--- src/rtl/key_debounce.sv ---
// Multi-channel pushbutton debouncer.
// Each raw active-low key is synchronized, then a per-channel four-state FSM
// with a stability counter accepts a level change only after the synchronized
// sample has held steady long enough. Emits a registered debounced level plus
// one-cycle press/release pulses per key.

module key_debounce_ch #(
  parameter int DEBOUNCE_CYCLES = 500000,
  parameter int CNT_W           = 19
) (
  input  logic clk,
  input  logic reset,
  input  logic key_n,
  output logic key_db,
  output logic press,
  output logic rel
);

  typedef enum logic [1:0] {
    RELEASED     = 2'd0,
    PRESS_WAIT   = 2'd1,
    PRESSED      = 2'd2,
    RELEASE_WAIT = 2'd3
  } state_t;

  localparam logic [CNT_W-1:0] CNT_MAX = CNT_W'(DEBOUNCE_CYCLES - 1);

  logic             sync_meta, sample;
  state_t           state, state_nxt;
  logic [CNT_W-1:0] cnt, cnt_nxt;
  logic             db_nxt, press_nxt, rel_nxt;

  // Two-flop synchronizer; idles high so a held key is re-seen after reset.
  always_ff @(posedge clk or posedge reset) begin
    if (reset) begin
      sync_meta <= 1'b1;
      sample    <= 1'b1;
    end else begin
      sync_meta <= key_n;
      sample    <= sync_meta;
    end
  end

  // State and stability counter registers.
  always_ff @(posedge clk or posedge reset) begin
    if (reset) begin
      state <= RELEASED;
      cnt   <= '0;
    end else begin
      state <= state_nxt;
      cnt   <= cnt_nxt;
    end
  end

  // Next state: any reversal in a WAIT state aborts; counter saturates at CNT_MAX
  // because reaching it always leaves the WAIT state.
  always_comb begin
    state_nxt = state;
    cnt_nxt   = cnt;
    case (state)
      RELEASED: begin
        if (!sample) begin
          state_nxt = PRESS_WAIT;
          cnt_nxt   = '0;
        end
      end
      PRESS_WAIT: begin
        if (sample) begin
          state_nxt = RELEASED;
          cnt_nxt   = '0;
        end else if (cnt == CNT_MAX) begin
          state_nxt = PRESSED;
        end else begin
          cnt_nxt = cnt + CNT_W'(1);
        end
      end
      PRESSED: begin
        if (sample) begin
          state_nxt = RELEASE_WAIT;
          cnt_nxt   = '0;
        end
      end
      RELEASE_WAIT: begin
        if (!sample) begin
          state_nxt = PRESSED;
          cnt_nxt   = '0;
        end else if (cnt == CNT_MAX) begin
          state_nxt = RELEASED;
        end else begin
          cnt_nxt = cnt + CNT_W'(1);
        end
      end
      default: begin
        state_nxt = RELEASED;
        cnt_nxt   = '0;
      end
    endcase
  end

  // Outputs decoded from the upcoming state so they register alongside it.
  always_comb begin
    db_nxt    = !((state_nxt == PRESSED) || (state_nxt == RELEASE_WAIT));
    press_nxt = (state == PRESS_WAIT)   && (state_nxt == PRESSED);
    rel_nxt   = (state == RELEASE_WAIT) && (state_nxt == RELEASED);
  end

  // Registered outputs, changing on the same edge as the state.
  always_ff @(posedge clk or posedge reset) begin
    if (reset) begin
      key_db <= 1'b1;
      press  <= 1'b0;
      rel    <= 1'b0;
    end else begin
      key_db <= db_nxt;
      press  <= press_nxt;
      rel    <= rel_nxt;
    end
  end

endmodule

module key_debounce #(
  parameter int DEBOUNCE_CYCLES = 500000,
  parameter int NUM_KEYS        = 4
) (
  input  logic                clk,
  input  logic                reset,
  input  logic [NUM_KEYS-1:0] key_n_i,
  output logic [NUM_KEYS-1:0] key_db_o,
  output logic [NUM_KEYS-1:0] press_o,
  output logic [NUM_KEYS-1:0] release_o
);

  localparam int CNT_W = $clog2(DEBOUNCE_CYCLES);

  // One fully independent channel per key.
  generate
    for (genvar k = 0; k < NUM_KEYS; k++) begin : g_ch
      key_debounce_ch #(
        .DEBOUNCE_CYCLES(DEBOUNCE_CYCLES),
        .CNT_W          (CNT_W)
      ) u_ch (
        .clk   (clk),
        .reset (reset),
        .key_n (key_n_i[k]),
        .key_db(key_db_o[k]),
        .press (press_o[k]),
        .rel   (release_o[k])
      );
    end
  endgenerate

endmodule

--- config.mk ---
export PLATFORM = sky130hd
export DESIGN_NAME = key_debounce
export DESIGN_NICKNAME = d
export VERILOG_FILES = /design/src/rtl/key_debounce.sv
export SDC_FILE = /design/constraint.sdc
export NUM_CORES = 1
export LEC_CHECK = 0
export CORE_MARGIN = 1.5
export CORE_UTILIZATION = 50
export DETAILED_ROUTE_END_ITERATION = 12
export PLACE_DENSITY = 0.65
export SLEW_MARGIN = 15
export SYNTH_ARGS = -nofsm -noshare
export SYNTH_HDL_FRONTEND = slang
export SYNTH_SLANG_ARGS = --single-unit
--- constraint.sdc ---
create_clock -name clk -period 4.8 [get_ports clk]
set_clock_uncertainty 0.15 [all_clocks]
set_input_delay 1.44 -clock clk [delete_from_list [all_inputs] [get_ports clk]]
set_output_delay 1.44 -clock clk [all_outputs]
set_load 0.02 [all_outputs]
==> summary.txt <==
Ant. Diodes -> 0
Fin. Hold Viols -> 0
routed vias/inst -> 5.90
#FFs+latches synth -> 104
cts hold-fix bufs -> 0
GP Congestion -> 0.862
clock power share -> 33.8%
Synth Cell Area -> 5380 um2
Reg area -> 2620 um2
Worst R2R End -> g_ch[1].u_ch.cnt[14]
Pwr Total -> 1.50 mW
Synth Instances -> 581
Final period util -> 64.3%
Clock Path Buffers -> 2
antenna violations before repair -> 0
Critical Path RT -> 3210 ps
Sequential Power Share -> 60.5%
DRC violations left -> 0
Die W -> 107 um
Crit. path cell count -> 1
cell chain of the critical path -> clkdlybuf4s50_1
Cell Pwr Density -> 260 nW/um2
Most used DFF post-synth -> dfrtp_1
CTS tree -> yes
final core occ -> 55.5%
r2r worst-path depth -> 6
Internal -> 1.11 mW
Multi-input gate area -> 2510 um2
slew at the pin closest to its max-slew limit -> 963 ps
Iter 0 DRT Violations -> 259
fillers -> 956
asr flop ratio synth -> 100%
count of different cell masters after synthesis -> 50
Max-Cap Viols -> 0
Slew HR -> 35.6%
die height -> 107 um
critical path launch point type -> register
worst setup margin -> 1710 ps
R2R Path Start -> g_ch[1].u_ch.cnt[0]
PostCTS Resize Cnt -> 0
Switching Share -> 26.0%
GR Overflow Total -> 0
Crit-path slowest cell -> clkdlybuf4s50_1
port bufs -> 17
Post-synth EDFFs -> 0
die footprint -> 11400 um2
largest net degree at the start of global routing -> 64
Final min period -> 3090 ps
synth warn -> 0
gr usage total -> 20.8%
Final Cell Area -> 5750 um2
vias in the first global route -> 3952
final WL -> 10.8 mm
CP endpoint kind -> output port
vias -> 4230
Combinational Power Share -> 5.7%
Num CTS Buffers -> 9
Critical Path End -> key_db_o[1]
Final #Nets -> 586
Crit path arrival time -> 1500 ps
Top delay family on crit path -> buffers and inverters
Final setup viols -> 0
run status -> finished, final reports clean
worst hold path type -> reg2reg
I/O pin count -> 18
post-synthesis sequential area ratio -> 48.7%
static leakage -> 2.27 nW
Starting Density -> 51.9%
Synth Area per Inst -> 9.26 um2
Buf/Inv on CP -> 1
max-slew violation count -> 0
Max Fclk -> 0.324 GHz
detailed-route wire length per cell -> 15.1 um
DRT Pass-1 Iters -> 5
worst-path maximum fanout -> 1
Clock Latency Late Sink -> 380 ps
# Post-CTS Setup Buffers -> 0
H-Tree Depth -> 3
Max IR drop VDD -> 0.175 mV
CP Launch Point -> g_ch[1].u_ch.key_db
placeable core region -> 10400 um2
final setup TNS -> 0 ps
Area growth syn-to-layout -> 6.96%
Root Buffer -> clkbuf_8
cell area after placement -> 5570 um2
DP Worst Slack -> 1860 ps
Routed Antenna Nets -> 0
Post-DP HPWL -> 7.31 mm
num rows -> 37
Clock Sinks -> 104
crit-path max cell delay -> 590 ps
share of layout cells above drive strength 1 -> 8.09%
clock-pin transition on the worst setup and hold timing paths -> 100 ps
worst setup path class -> reg2out
Psw -> 0.390 mW
RSZ-0062 raised after global routing -> no
R2R Setup Slk -> 2360 ps
first-pass GRT wire length -> 18.9 mm
syn nets -> 591
-- synth_stat cells (3+ instances only) --
cell | count | area share (%)
xor2_1 | 23 | 3.7
o211ai_1 | 4 | 0.56
nor3_1 | 12 | 1.1
or4b_2 | 3 | 0.56
and3_1 | 5 | 0.58
nand2_1 | 61 | 4.3
a21oi_1 | 29 | 2.7
ha_1 | 4 | 0.93
xnor2_1 | 15 | 2.4
o21ai_0 | 59 | 5.5
nand4_1 | 33 | 3.8
nor4_1 | 3 | 0.35
and2_1 | 7 | 0.81
and4_1 | 6 | 0.98
nor4b_1 | 5 | 0.81
nor2_1 | 41 | 2.9
o22ai_1 | 14 | 1.6
o41ai_1 | 3 | 0.49
a31o_2 | 3 | 0.49
dfrtp_1 | 92 | 43
a31oi_1 | 13 | 1.5
or3_1 | 5 | 0.58
mux2i_1 | 4 | 0.74
clkbuf_1 | 22 | 1.5
o31ai_1 | 3 | 0.42
nand3_1 | 37 | 3.4
o21a_1 | 4 | 0.56
buf_4 | 12 | 1.7
dfstp_2 | 12 | 5.9
inv_1 | 19 | 1.3
-- placed cells by master, fill, tap and decap left out, types with 6 or more instances in the layout --
cell,synthesis,final
clkdlybuf4s50_1,0,17
clkbuf_8,0,9
a21oi_1,29,29
o21ai_0,59,59
nor2_1,41,41
nand2_1,61,61
nor3_1,12,12
dfrtp_1,92,92
o22ai_1,14,14
nand3_1,37,37
xnor2_1,15,15
xor2_1,23,23
and2_1,7,7
and4_1,6,6
dfstp_2,12,12
a31oi_1,13,13
nand4_1,33,33
inv_1,19,18
-- logic make-up after synthesis --
kind of cell / count (synthesis) / synth area share [%]
AO/OA/AOI/OAI: 141 / 15.3
XOR/XNOR: 38 / 6.19
adder cells (fa/ha/maj): 4 / 0.930
buffers and inverters: 54 / 4.63
flip-flops: 104 / 48.7
multiplexers: 4 / 0.744
AND/OR/NAND/NOR: 236 / 23.6
-- final cells by class --
| class | count | share of cell area, % |
|---|---|---|
| inverters | 19 | 1.28 |
| clock buffers | 9 | 2.15 |
| flip-flops and latches | 104 | 45.5 |
| clock inverters | 7 | 1.00 |
| repair buffers | 19 | 3.44 |
| well taps | 136 | 2.96 |
| multi-input cells | 423 | 43.7 |
-- flip-flops by register name, indices dropped and copies added, names as in the netlist --
signal	cells
g_ch.u_ch.key_db	4
g_ch.u_ch.sample	4
g_ch.u_ch.cnt	76
g_ch.u_ch.press	4
g_ch.u_ch.sync_meta	4
g_ch.u_ch.state	8
g_ch.u_ch.rel	4
-- power by group through the flow --
stage               clock network [mW]  logic (mW)  registers, mW
floorplan                            0      0.0662          0.916
global placement                     0      0.0834          0.923
detailed placement                   0      0.0869          0.923
CTS                              0.527      0.0870          0.907
global route                     0.561      0.0992          0.909
finish                           0.506      0.0855          0.907
-- how the worst min path moves through the flow --
stage	from	endpoint	slack [ps]	cells after the start
finish	g_ch[1].u_ch.sync_meta	g_ch[1].u_ch.sample	210	0
global route	g_ch[3].u_ch.sync_meta	g_ch[3].u_ch.sample	220	0
CTS	g_ch[3].u_ch.sync_meta	g_ch[3].u_ch.sample	210	0
detailed placement	g_ch[3].u_ch.sync_meta	g_ch[3].u_ch.sample	200	0
global placement	g_ch[3].u_ch.sync_meta	g_ch[3].u_ch.sample	200	0
floorplan	g_ch[0].u_ch.sync_meta	g_ch[0].u_ch.sample	200	0
-- metrics by stage --
| stage | hold WS [ps] | cells |
|---|---|---|
| 3_5_place_dp | 197 | 701 |
| 5_1_grt | 216 | 717 |
| 6_report | 210 | 717 |
| 3_3_place_gp | 196 | 701 |
| 2_1_floorplan | 195 | 581 |
| 4_1_cts | 212 | 717 |
-- layer usage --
metal	vias to the layer above	part of all wire [%]	global-route usage, %
li1	2083	-	-
met1	2067	48	28.1
met2	72	48	32.4
met3	8	3.6	5.41
met4	0	1.0	7.33
met5	-	0	0
No activity file was read; power rests on OpenSTA's default activity.
